--- config.mk ---
export PLATFORM = sky130hd
export DESIGN_NAME = corr_peak_detect
export DESIGN_NICKNAME = d
export VERILOG_FILES = /design/src/rtl/corr_peak_detect.sv
export SDC_FILE = /design/constraint.sdc
export NUM_CORES = 2
export LEC_CHECK = 0
export BUFFER_PORTS_ARGS = -buffer_cell sky130_fd_sc_hd__buf_2
export CORE_ASPECT_RATIO = 0.6
export CORE_UTILIZATION = 53
export CTS_BUF_LIST = sky130_fd_sc_hd__clkbuf_8
export CTS_CLUSTER_DIAMETER = 50
export DETAILED_ROUTE_END_ITERATION = 6
export PLACE_DENSITY = 0.78
export SETUP_SLACK_MARGIN = 0.4
export SKIP_CTS_REPAIR_TIMING = 1
export SLEW_MARGIN = 20
export SYNTH_ARGS = -nofsm -noshare
export SYNTH_HDL_FRONTEND = slang
export SYNTH_SLANG_ARGS = --single-unit
--- constraint.sdc ---
create_clock -name aclk -period 7.35 [get_ports aclk]
set_input_delay 0.735 -clock aclk [delete_from_list [all_inputs] [get_ports aclk]]
set_output_delay 0.735 -clock aclk [all_outputs]
set_load 0.01 [all_outputs]
--- src/rtl/corr_peak_detect.sv ---
// Correlation peak detector: squares each complex sample of one frame, tracks the largest
// I^2+Q^2 and its first index, and emits one {index, magnitude} beat per frame.
module corr_peak_detect #(
  parameter int FRAME_W = 14,
  parameter int DATA_W  = 16
) (
  input  logic                  aclk,
  input  logic                  areset,
  input  logic [FRAME_W-1:0]    frame_len,
  input  logic                  start,
  output logic                  idle,
  input  logic [2*DATA_W-1:0]   corr_tdata,
  input  logic                  corr_tvalid,
  output logic                  corr_tready,
  output logic [63:0]           peak_tdata,
  output logic                  peak_tvalid,
  input  logic                  peak_tready,
  output logic [1:0]            dbg_state
);

  localparam int MAG_W = 2 * DATA_W;
  localparam int PAD_W = 64 - FRAME_W - MAG_W;

  typedef enum logic [1:0] {
    S_IDLE   = 2'd0,
    S_ACCUM  = 2'd1,
    S_DRAIN  = 2'd2,
    S_OUTPUT = 2'd3
  } state_t;

  state_t             r_state;
  logic               r_idle;
  logic               r_tready;
  logic               r_tvalid;
  logic [63:0]        r_tdata;
  logic [FRAME_W-1:0] r_len;
  logic [FRAME_W-1:0] r_cnt;
  logic [MAG_W-1:0]   r_max;
  logic [FRAME_W-1:0] r_idx;

  logic               r_s1_valid;
  logic               r_s1_first;
  logic               r_s1_last;
  logic [MAG_W-1:0]   r_s1_ii;
  logic [MAG_W-1:0]   r_s1_qq;
  logic [FRAME_W-1:0] r_s1_idx;

  logic               r_s2_valid;
  logic               r_s2_first;
  logic               r_s2_last;
  logic [MAG_W-1:0]   r_s2_mag;
  logic [FRAME_W-1:0] r_s2_idx;

  logic signed [MAG_W-1:0] w_i;
  logic signed [MAG_W-1:0] w_q;
  logic signed [MAG_W-1:0] w_ii;
  logic signed [MAG_W-1:0] w_qq;
  logic                    w_accept;
  logic                    w_last_in;
  logic                    w_take;
  logic [MAG_W-1:0]        w_max_nx;
  logic [FRAME_W-1:0]      w_idx_nx;

  // Both streams use AXI-Stream semantics: a beat transfers on a rising edge where
  // valid and ready are both high; a source holds valid and data stable until then.
  assign idle        = r_idle;
  assign corr_tready = r_tready;
  assign peak_tvalid = r_tvalid;
  assign peak_tdata  = r_tdata;
  assign dbg_state   = r_state;

  // Components are sign-extended to full product width so each square is exact.
  assign w_i  = {{DATA_W{corr_tdata[DATA_W-1]}}, corr_tdata[DATA_W-1:0]};
  assign w_q  = {{DATA_W{corr_tdata[2*DATA_W-1]}}, corr_tdata[2*DATA_W-1:DATA_W]};
  assign w_ii = w_i * w_i;
  assign w_qq = w_q * w_q;

  assign w_accept  = corr_tvalid & r_tready;
  assign w_last_in = (r_cnt == (r_len - 1'b1));

  // Strict greater-than keeps the earliest index on ties.
  assign w_take   = r_s2_valid & (r_s2_first | (r_s2_mag > r_max));
  assign w_max_nx = w_take ? r_s2_mag : r_max;
  assign w_idx_nx = w_take ? r_s2_idx : r_idx;

  always_ff @(posedge aclk) begin
    if (areset) begin
      r_s1_valid <= 1'b0;
      r_s1_first <= 1'b0;
      r_s1_last  <= 1'b0;
      r_s1_ii    <= '0;
      r_s1_qq    <= '0;
      r_s1_idx   <= '0;
    end else begin
      r_s1_valid <= w_accept;
      if (w_accept) begin
        r_s1_first <= (r_cnt == '0);
        r_s1_last  <= w_last_in;
        r_s1_ii    <= w_ii;
        r_s1_qq    <= w_qq;
        r_s1_idx   <= r_cnt;
      end
    end
  end

  always_ff @(posedge aclk) begin
    if (areset) begin
      r_s2_valid <= 1'b0;
      r_s2_first <= 1'b0;
      r_s2_last  <= 1'b0;
      r_s2_mag   <= '0;
      r_s2_idx   <= '0;
    end else begin
      r_s2_valid <= r_s1_valid;
      if (r_s1_valid) begin
        r_s2_first <= r_s1_first;
        r_s2_last  <= r_s1_last;
        r_s2_mag   <= r_s1_ii + r_s1_qq;
        r_s2_idx   <= r_s1_idx;
      end
    end
  end

  always_ff @(posedge aclk) begin
    if (areset) begin
      r_state  <= S_IDLE;
      r_idle   <= 1'b1;
      r_tready <= 1'b0;
      r_tvalid <= 1'b0;
      r_tdata  <= '0;
      r_len    <= '0;
      r_cnt    <= '0;
      r_max    <= '0;
      r_idx    <= '0;
    end else begin
      if (r_s2_valid) begin
        r_max <= w_max_nx;
        r_idx <= w_idx_nx;
      end
      case (r_state)
        S_IDLE: begin
          if (start && (frame_len != '0)) begin
            r_len    <= frame_len;
            r_cnt    <= '0;
            r_max    <= '0;
            r_idx    <= '0;
            r_idle   <= 1'b0;
            r_tready <= 1'b1;
            r_state  <= S_ACCUM;
          end
        end
        S_ACCUM: begin
          if (w_accept) begin
            r_cnt <= r_cnt + 1'b1;
            if (w_last_in) begin
              r_tready <= 1'b0;
              r_state  <= S_DRAIN;
            end
          end
        end
        S_DRAIN: begin
          // The last sample's compare lands on this edge, so publish the merged result.
          if (r_s2_valid && r_s2_last) begin
            r_tdata  <= {{PAD_W{1'b0}}, w_idx_nx, w_max_nx};
            r_tvalid <= 1'b1;
            r_state  <= S_OUTPUT;
          end
        end
        S_OUTPUT: begin
          if (peak_tready) begin
            r_tvalid <= 1'b0;
            r_idle   <= 1'b1;
            r_state  <= S_IDLE;
          end
        end
        default: r_state <= S_IDLE;
      endcase
    end
  end

endmodule

==> results.py <==
metrics = {
    "status": {
        "status": "finished, final reports clean",
    },
    "critical_path": {
        "cp_top_family": "adder cells",
        "cp_max_fo": 8,
        "required_ns": 7.79,
        "cp_cell_sequence": "buf_2 -> clkinv_1 -> nor2_1 -> ha_1 -> xor2_1 -> fa_1 -> fa_1 -> inv_1 -> fa_1 -> fa_1 -> inv_1 -> fa_1 -> inv_1 -> ha_1 -> a21o_1 -> a211o_1 -> o21ai_0 -> a31oi_1 -> a41oi_1 -> o21ai_0 -> o311ai_0",
        "crit_arrival_ns": 7.06,
        "crit_path_max_incr_delay_ns": 0.54,
        "cp_slowest_cell": "fa_1",
        "critPathMostFrequentCell": "fa_1",
        "critPathBufInv": 5,
        "cp-end-kind": "register",
        "startpoint_type": "input port",
        "path_class": "input port to register",
        "regToRegSetupSlack_ns": 3.66,
    },
    "timing": {
        "hold_viol_final": 0,
        "maxSlewHeadroom_pct": 32.03,
        "setup-violations-final": 0,
        "setup-tns-final_ns": 0,
        "skew_ns": 0.04013,
        "slew_viol_final": 0,
        "finalCritPeriodShare_pct": 90.12,
        "timing.fmax_ghz": 0.1510,
        "worst_pin_slew_ns": 1.020,
        "rsz0062_at_grt": "no",
        "period_minus_slack_ns": 6.624,
    },
    "floorplanning": {
        "std_cell_rows": 66,
        "dieWidth_um": 307.5,
        "dieArea_sq_mm": 0.05699,
        "core_sq_mm": 0.05475,
        "die_h_um": 185.3,
        "ios": 120,
        "start_util_pct": 54.21,
    },
    "yosys": {
        "synth_ff_type": "dfxtp_1",
        "synth.top_cell.area_share_pct": 31.56,
        "synthesis.area_sq_mm": 0.02968,
        "synthCells": 3388,
        "synth-edff-count": 0,
        "netlist_top_cells_count": "689 x inv_1, 468 x fa_1, 317 x nand2_1",
        "synth.largest_area_cell": "fa_1",
        "ys_types": 78,
        "synth_area_leaders": "fa_1 32%, dfxtp_1 17%, ha_1 11%, inv_1 8.7%, nand2_1 4.0%",
        "syn_area_per_cell_sq_um": 8.761,
        "synth.most_common_cell": "inv_1",
        "ys_async_sr_fraction_pct": 0,
        "yosysWarnings": 0,
        "seq_area_frac_synth_pct": 17.06,
        "synth-seq-cells": 253,
    },
    "clock_network": {
        "worstSkewPairLatency_ns": 0.58,
        "ctsLongestPathBuffers": 3,
        "numCtsBuffers": 37,
        "h-tree-depth": 2,
        "clkTransAtPathRegs_ns": 0.07,
        "clock_sinks": 253,
        "cts_tree": "done",
        "cts_root_buf": "clkbuf_8",
    },
    "placed_design": {
        "gp_congestion": 0.9186,
        "port_buffers": 101,
        "hpwl_um": 56340,
    },
    "route": {
        "drt.antenna.violating_nets": 0,
        "vias": 22920,
        "wl_per_cell_um": 16.63,
        "viasPerCell": 5.464,
        "first_pass_iters": 6,
        "drc_errors": 0,
        "drt_iter0_markers": 1663,
        "routed_wl_um": 69770,
    },
    "global_routing": {
        "grt_pass1_vias": 22870,
        "grt_max_degree": 98,
        "track_usage_pct": 25.37,
        "antenna_found_initial": 1,
        "grt_pass1_wl_um": 116200,
        "grt-ovfl-total": 0,
    },
    "cells_and_area": {
        "fill_cells": 4893,
        "fin_nets": 4191,
        "post_route_cells_drive_above_1_share_pct": 6.413,
        "area_delta_synth_final_pct": 6.205,
    },
    "worst_hold_path": {
        "min-delay-path-class": "input port to register",
    },
    "run": {
        "drv_cap": 0,
    },
}
-- cells in the final DEF, fill, tap and decap left out, types with 68 or more instances in the layout --
master | synthesis | layout
dfxtp_1 | 253 | 252
nand3_1 | 110 | 110
and2_1 | 69 | 68
inv_1 | 689 | 699
xnor2_1 | 84 | 84
ha_1 | 252 | 252
fa_1 | 468 | 468
buf_2 | 5 | 100
o21ai_0 | 151 | 151
a21oi_1 | 202 | 202
nand2_1 | 317 | 316
nor2_1 | 179 | 178
-- area by class of cell --
cell class | count | area, sq um | area share [%]
well taps | 748 | 935.9 | 2.969
inverters | 694 | 2605 | 8.264
repair buffers | 132 | 740.7 | 2.350
diodes | 1 | 2.502 | 0.007938
multi-input cells | 2302 | 21440 | 68.00
clock inverters | 18 | 90.09 | 0.2858
clock buffers | 47 | 646.9 | 2.052
flip-flops and latches | 253 | 5066 | 16.07
-- final timing paths --
path	start	to	cells past startpoint
setup reg to reg	r_s2_mag[27]$_SDFFE_PP0P_	peak_tdata[45]$_SDFFE_PP0P_	9
hold reg to reg	r_s1_idx[10]$_SDFFE_PP0P_	r_s1_idx[10]$_SDFFE_PP0P_	2
hold / removal	frame_len[0]	r_len[0]$_SDFFE_PP0P_	3
setup / recovery	corr_tdata[19]	r_s1_qq[30]$_SDFFE_PP0P_	21
-- sequential cells by signal, summed over array words and instances (netlist names) --
| signal | cells |
|---|---|
| peak_tdata | 46 |
| r_max | 32 |
| r_s2_mag | 32 |
| r_s1_ii | 31 |
| r_s1_qq | 31 |
| r_cnt | 14 |
| r_idx | 14 |
| r_len | 14 |
| r_s1_idx | 14 |
| r_s2_idx | 14 |
| dbg_state | 2 |
| corr_tready | 1 |
| idle | 1 |
| peak_tvalid | 1 |
| r_s1_first | 1 |
| r_s1_last | 1 |
| r_s1_valid | 1 |
| r_s2_first | 1 |
| r_s2_last | 1 |
| r_s2_valid | 1 |
-- layer usage --
layer / GRT usage [%] / vias up / part of all wire (%)
met5: 0 / - / 0
met4: 4.398 / 0 / 1.4
met3: 5.515 / 71 / 8.9
met2: 38.43 / 743 / 43
met1: 37.54 / 11263 / 47
li1: - / 10843 / -
-- tightest hold or removal path, cell delays in order --
cell and delay [ns]:
buf_2 0.10, nand3_1 0.06, a21oi_1 0.05
-- metrics by stage --
stage	std cells	worst slack, ns	hold slack, ns	utilization (%)	area [sq um]
after floorplan	3405	0.7347	0.4356	-	29750
after global placement	4129	0.4445	0.4472	56.23	30780
after detailed placement	4129	0.3143	0.4498	56.23	30780
after CTS	4194	0.8693	0.3912	57.57	31520
after global routing	4195	0.4700	0.3977	57.58	31520
final	4195	0.7264	0.4140	57.58	31520
-- kinds of logic (layout without fill, tap and decap cells) --
logic type	count (synthesis)	in the layout	share of synthesized area [%]
buffers and inverters	850	891	11.01
and+or+nand+nor	818	818	12.75
adders and majority gates	720	720	42.19
AOI/OAI and AO/OA	584	584	12.03
DFF	253	253	17.06
xor gates and xnor gates	125	125	3.688
muxes	37	37	1.252
other	1	19	0.01263
Power is left out: the tool's default activity adds up to more than one toggle a clock period on the data nets, which glitch-free logic cannot reach.
